`src/rtl/demorgan_selftest.sv`:
```
// Self-test sequencer for the De Morgan gate block: walks A/B through all four
// vectors, checks the eight gate outputs and reports errors.
// Optional macro DEMORGAN_SELFTEST_FAILMASK_EN adds the sticky fail_mask output.
module demorgan_selftest #(
  parameter int unsigned SETTLE_CYCLES = 2,
  parameter int unsigned ERR_W         = 4
) (
  input  logic             clk,
  input  logic             reset,
  input  logic             start,
  output logic             drv_a,
  output logic             drv_b,
  input  logic [7:0]       obs,
  output logic             busy,
  output logic             done,
  output logic             pass,
  output logic [ERR_W-1:0] err_count,
  output logic             fail_valid,
  output logic [1:0]       first_fail_vec
`ifdef DEMORGAN_SELFTEST_FAILMASK_EN
  ,
  output logic [7:0]       fail_mask
`endif
);

  localparam int unsigned CNT_W = 4;
  localparam int unsigned POP_W = 4;
  localparam int unsigned SUM_W = ERR_W + POP_W;
  localparam logic [ERR_W-1:0] ERR_MAX = '1;

  typedef enum logic [1:0] {IDLE, SETTLE, CHECK, DONE} state_t;

  // SETTLE lasts SETTLE_CYCLES cycles; with zero settle time it is skipped.
  localparam state_t ENTRY_STATE = (SETTLE_CYCLES == 0) ? CHECK : SETTLE;
  localparam logic [CNT_W-1:0] SETTLE_LOAD =
    (SETTLE_CYCLES == 0) ? '0 : CNT_W'(SETTLE_CYCLES - 1);

  state_t           state;
  logic [1:0]       vec;
  logic [1:0]       vec_next;
  logic [CNT_W-1:0] settle_cnt;
  logic [7:0]       expected;
  logic [7:0]       mismatch;
  logic [POP_W-1:0] bit_errs;
  logic [SUM_W-1:0] err_sum;
  logic [ERR_W-1:0] err_next;

  // Reference gate outputs for the current vector, a = vec[1], b = vec[0].
  always_comb begin
    expected = {~vec[1], ~vec[0], vec[1] & vec[0], vec[1] | vec[0],
                ~(vec[1] | vec[0]), ~(vec[1] & vec[0]),
                ~(vec[1] | vec[0]), ~(vec[1] & vec[0])};
    mismatch = obs ^ expected;
    vec_next = vec + 2'd1;
  end

  // Saturating accumulation of the per-vector bit-error popcount.
  always_comb begin
    bit_errs = '0;
    for (int i = 0; i < 8; i++) begin
      bit_errs = bit_errs + POP_W'(mismatch[i]);
    end
    err_sum  = SUM_W'(err_count) + SUM_W'(bit_errs);
    err_next = (err_sum > SUM_W'(ERR_MAX)) ? ERR_MAX : ERR_W'(err_sum);
  end

  always_ff @(posedge clk) begin
    if (reset) begin
      state          <= IDLE;
      vec            <= '0;
      settle_cnt     <= '0;
      drv_a          <= 1'b0;
      drv_b          <= 1'b0;
      busy           <= 1'b0;
      done           <= 1'b0;
      pass           <= 1'b0;
      err_count      <= '0;
      fail_valid     <= 1'b0;
      first_fail_vec <= '0;
`ifdef DEMORGAN_SELFTEST_FAILMASK_EN
      fail_mask      <= '0;
`endif
    end else begin
      done <= 1'b0;
      case (state)
        IDLE: begin
          if (start) begin
            state          <= ENTRY_STATE;
            vec            <= '0;
            drv_a          <= 1'b0;
            drv_b          <= 1'b0;
            settle_cnt     <= SETTLE_LOAD;
            busy           <= 1'b1;
            err_count      <= '0;
            fail_valid     <= 1'b0;
            first_fail_vec <= '0;
`ifdef DEMORGAN_SELFTEST_FAILMASK_EN
            fail_mask      <= '0;
`endif
          end
        end
        SETTLE: begin
          if (settle_cnt == '0) begin
            state <= CHECK;
          end else begin
            settle_cnt <= settle_cnt - CNT_W'(1);
          end
        end
        CHECK: begin
          err_count <= err_next;
          if ((mismatch != '0) && !fail_valid) begin
            fail_valid     <= 1'b1;
            first_fail_vec <= vec;
          end
`ifdef DEMORGAN_SELFTEST_FAILMASK_EN
          fail_mask <= fail_mask | mismatch;
`endif
          if (vec != 2'd3) begin
            vec        <= vec_next;
            drv_a      <= vec_next[1];
            drv_b      <= vec_next[0];
            settle_cnt <= SETTLE_LOAD;
            state      <= ENTRY_STATE;
          end else begin
            state <= DONE;
            busy  <= 1'b0;
            done  <= 1'b1;
            pass  <= (err_next == '0);
          end
        end
        DONE: begin
          state <= IDLE;
        end
        default: begin
          state <= IDLE;
        end
      endcase
    end
  end

endmodule

```
`config.mk`:
```
export PLATFORM = sky130hd
export DESIGN_NAME = demorgan_selftest
export DESIGN_NICKNAME = d
export VERILOG_FILES = /design/src/rtl/demorgan_selftest.sv
export SDC_FILE = /design/constraint.sdc
export NUM_CORES = 1
export LEC_CHECK = 0
export ABC_AREA = 0
export CAP_MARGIN = 20
export CORE_MARGIN = 5
export CORE_UTILIZATION = 48
export CTS_BUF_LIST = sky130_fd_sc_hd__clkbuf_8
export DETAILED_ROUTE_END_ITERATION = 6
export MAX_ROUTING_LAYER = met4
export PLACE_DENSITY = 0.87
export SKIP_LAST_GASP = 1
export SYNTH_ARGS = -nofsm -noshare
export SYNTH_HDL_FRONTEND = slang
export SYNTH_SLANG_ARGS = --single-unit
```
`constraint.sdc`:
```
create_clock -name clk -period 4.3 [get_ports clk]
set_clock_uncertainty 0.2 [all_clocks]
set_input_delay 0.86 -clock clk [delete_from_list [all_inputs] [get_ports clk]]
set_output_delay 0.86 -clock clk [all_outputs]
set_load 0.02 [all_outputs]
```
==> impl_metrics.env, run 1 <==
export IMPL_cts_sinks=18
export IMPL_nets=184
export IMPL_syn_inst=128
export IMPL_post_place_cells=182
export IMPL_synth_area_sq_um=1200
export IMPL_ys_types=40
export IMPL_r2r_start="drv_a"
export IMPL_design_core_area_sq_um=2430
export IMPL_max_slew_margin_pct=58.9
export IMPL_synth_top_area_share_pct=30.1
export IMPL_numCtsBuffers=3
export IMPL_die_y_um=59.9
export IMPL_outcome="finished clean"
export IMPL_period_needed_ns=4.21
export IMPL_seqCellArea_sq_um=360
export IMPL_power_density_nw_per_um2=327
export IMPL_setup_viol=0
export IMPL_grt_max_degree=19
export IMPL_areaGrowthSynthToFinish_pct=30.9
export IMPL_hold_end="fail_valid"
export IMPL_hp_class="flip-flop to flip-flop"
export IMPL_hold_viol=0
export IMPL_clock_latency_ns=0.25
export IMPL_critical_path_required_ns=4.27
export IMPL_ant_nets=0
export IMPL_dr_first_iter_drc_count=15
export IMPL_netlist_top_cells_area="dfxtp_1 30%, ha_1 9.4%, fa_1 8.4%"
export IMPL_holdWs_ns=0.290
export IMPL_via_per_inst=5.22
export IMPL_dieArea_sq_um=3590
export IMPL_p_leak_nw=0.634
export IMPL_fill_cells=208
export IMPL_first_pass_iters=4
export IMPL_cp_arrival_ns=4.18
export IMPL_cp_start_kind="input pin"
export IMPL_drcViolationCount=0
export IMPL_grt_pass1_wl_mm=4.10
export IMPL_antenna_found_initial=0
export IMPL_diodes=0
export IMPL_cts_clk_slew_worst_paths_ns=0.07
export IMPL_maxCapViolCount=0
export IMPL_dpl_hpwl_mm=1.99
export IMPL_r2r_slack_ns=0.24
export IMPL_multi_input_area_sq_um=798
export IMPL_worstMarginPinSlew_ns=0.615
export IMPL_ff2ff_path_depth=11
export IMPL_placed_cell_area_sq_um=1460
export IMPL_drt_total_wl_mm=2.55
export IMPL_drive_gt1_share_pct=16.5
export IMPL_die_w_um=59.9
export IMPL_synth_area_per_cell_sq_um=9.35
export IMPL_crit_type="input pin to flip-flop"
export IMPL_cp_max_fo=2
export IMPL_cts_tree="done"
export IMPL_first_global_vias=972
export IMPL_fmax_mhz=237
export IMPL_ys_ff_latch=18
export IMPL_vdd_ir_drop_worst_uv=294
export IMPL_start_util_pct=49.2
export IMPL_min_from="fail_valid"
export IMPL_num_vias=981
export IMPL_gp_congestion=0.820
export IMPL_io_buffer_count=22
export IMPL_ios=23
export IMPL_fin_cells=188
export IMPL_synth_fp_nets=153
export IMPL_whs_path_depth=2
export IMPL_grt_remaining_overflow=0
export IMPL_fin_area_sq_um=1570
export IMPL_endpoint_kind="flip-flop"
export IMPL_synth_warnings=0
export IMPL_r2r_end="pass"
export IMPL_cts_path_max_buffers=2
export IMPL_seq_area_frac_synth_pct=30.1
export IMPL_p_total_mw=0.513
export IMPL_cts_max_level=1
export IMPL_routedWlPerCell_um=13.5
export IMPL_drv_slew=0
export IMPL_track_usage_pct=15.5
export IMPL_period_share_pct=98.0
export IMPL_cts_root_buf="clkbuf_8"
export IMPL_num_rows=18
export IMPL_synth_area_leader_cell="dfxtp_1"
sequential cells by signal, indices dropped and copies added, names as in the netlist:
signal          cells
err_count           4
settle_cnt          4
first_fail_vec      2
state               2
busy                1
done                1
drv_a               1
drv_b               1
fail_valid          1
pass                1
critical path, cell delays in order:
cell and delay, ns:
clkdlybuf4s15_1 0.22, xnor2_2 0.16, fa_1 0.50, inv_1 0.05, fa_1 0.46, fa_1 0.52
fa_2 0.39, fa_2 0.54, nand3_1 0.09, buf_4 0.16, o31ai_4 0.22
worst max-delay path by stage:
stage | start | cells after the start | endpoint | slack (ns)
after floorplan | obs[0] | 12 | err_count[1] | 0.09
after global placement | obs[0] | 13 | err_count[1] | -0.49
after detailed placement | obs[0] | 13 | err_count[2] | -0.59
after CTS | obs[0] | 11 | err_count[1] | 0.07
after global routing | obs[0] | 13 | err_count[0] | -0.03
final | obs[0] | 11 | pass | 0.09
area by class of cell:
cell class,count,area share (%)
multi-input combinational,95,50.9
tap,30,2.39
sequential,18,23.0
timing repair buffer,29,17.3
inverter,12,2.87
clock buffer,4,3.51
what timing repair did:
| action | 4_1_cts | 5_1_grt |
|---|---|---|
| setup buffers | 0 | 2 |
| endpoints found under the setup margin | 5 | 4 |
| hold endpoints to repair | 0 | 0 |
| pin swaps | 4 | 5 |
| gates resized for setup | 5 | 6 |
| hold buffers | 0 | 0 |
cells by family after synthesis:
logic type / after synthesis / share of synthesized area (%)
AOI/OAI and AO/OA: 27 / 16.3
xor gates and xnor gates: 12 / 9.40
adders and majority gates: 14 / 17.8
buffers and inverters: 15 / 6.16
DFF: 18 / 30.1
muxes: 1 / 0.836
and+or+nand+nor: 41 / 19.4
cell usage in the layout (no fill, tap or decap), drive strengths merged:
| cell type | Yosys | final |
|---|---|---|
| xor2 | 6 | 6 |
| a22oi | 1 | 1 |
| nor3b | 4 | 4 |
| fa | 5 | 5 |
| nor2 | 14 | 14 |
| o21ai | 2 | 2 |
| clkdlybuf4s15 | 0 | 1 |
| mux2i | 1 | 1 |
| a21oi | 10 | 10 |
| xnor2 | 6 | 6 |
| a31oi | 2 | 2 |
| buf | 1 | 7 |
| dfxtp | 18 | 18 |
| nor2b | 2 | 2 |
| inv | 12 | 12 |
| and2b | 2 | 2 |
| nand3 | 3 | 3 |
| o31ai | 4 | 4 |
| nor3 | 2 | 2 |
| a21o | 1 | 1 |
| or2 | 1 | 1 |
| o21a | 1 | 1 |
| o21bai | 2 | 2 |
| nand2b | 2 | 2 |
| dlygate4sd2 | 0 | 1 |
| nand3b | 2 | 2 |
| a211oi | 3 | 3 |
| nand4 | 1 | 1 |
| clkdlybuf4s50 | 0 | 20 |
| nand2 | 6 | 6 |
| and3b | 2 | 2 |
| a2bb2oi | 1 | 1 |
| ha | 9 | 9 |
| clkbuf | 2 | 4 |
where the power goes:
group          internal (mW)  switching (mW)
combinational         0.0949          0.0994
sequential             0.174         0.00788
clock                 0.0813          0.0547
total                  0.351           0.162
synth_stat cells (all sizes together):
master and number:
a21oi 10, clkbuf 2, nor2 14, and3b 2
nand3b 2, nand2b 2, o31ai 4, nor3b 4
a21o 1, o21ai 2, nor2b 2, xor2 6
a2bb2oi 1, xnor2 6, nand2 6, a22oi 1
or2 1, ha 9, inv 12, o21a 1
a211oi 3, nand3 3, nor3 2, dfxtp 18
mux2i 1, fa 5, and2b 2, nand4 1
a31oi 2, o21bai 2, buf 1
metrics by stage:
stage                     TNS [ns]  utilization [%]  worst slack (ns)
after global routing       -0.0485             64.5           -0.0270
after global placement       -2.16             60.2            -0.494
after detailed placement     -2.70             60.2            -0.591
after floorplan                  0                -            0.0883
after CTS                        0             62.9            0.0703
final                            0             64.5            0.0869
routing by layer:
layer	GRT usage, %	share of wire [%]	vias up
met2	26.5	53	22
met3	3.89	4.2	10
met5	-	0	-
met4	6.01	2.9	0
li1	-	-	497
met1	17.1	40	452
Note: power is estimated with default switching activity, not from simulation.
==> inputs of run 2 (changes only) <==
CORE_UTILIZATION = 55   (was 48)
PLACE_DENSITY = 0.93   (was 0.87)
clock period = 5.4 ns   (was 4.3 ns; I/O delays follow)
==> run 2 against run 1 <==
Register-to-register slack gained 0.66 ns. First-iteration DRC count grew 13%. Sequential power shrank 20%. Power shrank 29%. Cell area shrank 6.6%. Count of clock-buffer cells in the layout shrank 1. Combinational power shrank 37%. Sequential cell count is the same.
==> impl_metrics.env, run 2 (synthesized netlist as in run 1, its figures left out) <==
export IMPL_grt_remaining_overflow=0
export IMPL_outcome="finished clean"
export IMPL_drv_slew=0
export IMPL_dpl_hpwl_mm=1.99
export IMPL_drcViolationCount=0
export IMPL_gp_congestion=0.895
export IMPL_nets=177
export IMPL_grt_pass1_wl_mm=4.33
export IMPL_dieArea_sq_um=3210
export IMPL_cts_setup_buffers=0
export IMPL_cts_max_level=1
export IMPL_drt_total_wl_mm=2.50
export IMPL_max_slew_margin_pct=56.0
export IMPL_first_global_vias=998
export IMPL_hp_class="flip-flop to flip-flop"
export IMPL_r2r_slack_ns=0.90
export IMPL_areaGrowthSynthToFinish_pct=22.3
export IMPL_cp_arrival_ns=4.86
export IMPL_cts_hold_buf=0
export IMPL_clock_latency_ns=0.26
export IMPL_worstMarginPinSlew_ns=0.658
export IMPL_cts_path_max_buffers=2
export IMPL_grt_max_degree=19
export IMPL_hold_viol=0
export IMPL_rsz0062_at_grt="false"
export IMPL_track_usage_pct=17.5
export IMPL_power_density_nw_per_um2=247
export IMPL_ant_nets=0
export IMPL_layout_setup_ws_ns=0.525
export IMPL_fin_area_sq_um=1460
export IMPL_endpoint_kind="flip-flop"
export IMPL_critical_path_required_ns=5.39
export IMPL_first_pass_iters=4
export IMPL_dr_first_iter_drc_count=17
export IMPL_via_per_inst=5.47
export IMPL_fin_cells=177
export IMPL_holdWs_ns=0.298
export IMPL_die_y_um=56.7
export IMPL_vdd_ir_drop_worst_uv=176
export IMPL_period_share_pct=90.3
export IMPL_ios=23
export IMPL_p_total_mw=0.362
export IMPL_numCtsBuffers=3
export IMPL_drive_gt1_share_pct=8.00
export IMPL_num_vias=969
export IMPL_num_rows=16
export IMPL_fill_cells=150
export IMPL_cts_clk_slew_worst_paths_ns=0.06
export IMPL_final_common_cell="clkdlybuf4s50_1"
export IMPL_layout_common_cells="22 x clkdlybuf4s50_1, 18 x dfxtp_1, 13 x nor2_1"
export IMPL_utilization_pct=72.4
export IMPL_antenna_found_initial=0
export IMPL_placed_cell_area_sq_um=1420
export IMPL_seqCellArea_sq_um=360
export IMPL_cp_start_kind="input pin"
export IMPL_cts_tree="done"
export IMPL_reg_top3="err_count (4), settle_cnt (4)"
export IMPL_cts_sinks=18
export IMPL_tns_ns=0
export IMPL_routedWlPerCell_um=14.1
export IMPL_crit_type="input pin to flip-flop"
export IMPL_io_buffer_count=22
export IMPL_fmax_mhz=205
export IMPL_post_place_cells=174
export IMPL_period_needed_ns=4.87
export IMPL_post_place_ws_ns=0.248
export IMPL_cp_max_fo=4
export IMPL_diodes=0
export IMPL_die_w_um=56.7
export IMPL_start_util_pct=59.2
export IMPL_p_leak_nw=0.585
export IMPL_ctsResizeCount=0
export IMPL_cts_root_buf="clkbuf_8"
export IMPL_multi_input_area_sq_um=763
export IMPL_setup_viol=0
export IMPL_design_core_area_sq_um=2020
export IMPL_maxCapViolCount=0
run 2: cell types whose count changed in the layout (fill, tap and decap cells not counted), moves of 2 or more:
cell / change
clkdlybuf4s50_1: +2
buf_4: -7
fa_1: +2
fa_2: -2
run 2: critical path: stages:
cell and delay, ns:
clkdlybuf4s50_1 0.45, xnor2_1 0.16, fa_1 0.52, inv_1 0.05, fa_1 0.50, fa_1 0.52, fa_1 0.47, fa_1 0.41
nor2b_1 0.12, o21ai_0 0.17, a31oi_1 0.24, a21oi_1 0.06, nor2_1 0.10
run 2: final cells by class:
type,instances,area share [%]
flip-flops and latches,18,24.6
repair buffers,22,15.0
multi-input cells,95,52.1
clock buffers,3,2.82
well taps,27,2.31
inverters,12,3.08
run 2: report_power, final:
part	leakage (nW)	internal (mW)	switching, mW
Sequential	0.146	0.139	0.00743
Clock	0.0216	0.0496	0.0428
Combinational	0.417	0.0578	0.0653
Total	0.585	0.246	0.116
run 2: final timing paths:
kind         startpoint           end  cells after the start
max reg2reg       drv_b  err_count[0]                     13
min reg2reg        busy          busy                      2
min                busy          busy                      2
max              obs[0]  err_count[0]                     13
run 2: routing by layer:
layer  GRT usage (%)  part of all wire [%]  wire length (um)  vias up
li1                -                     -                 -      481
met1            19.4                    44              1100      461
met2            28.2                    51              1260       20
met3            5.50                   3.4                84        7
met4            8.81                   2.2                55        0
met5               -                     0                 0        -
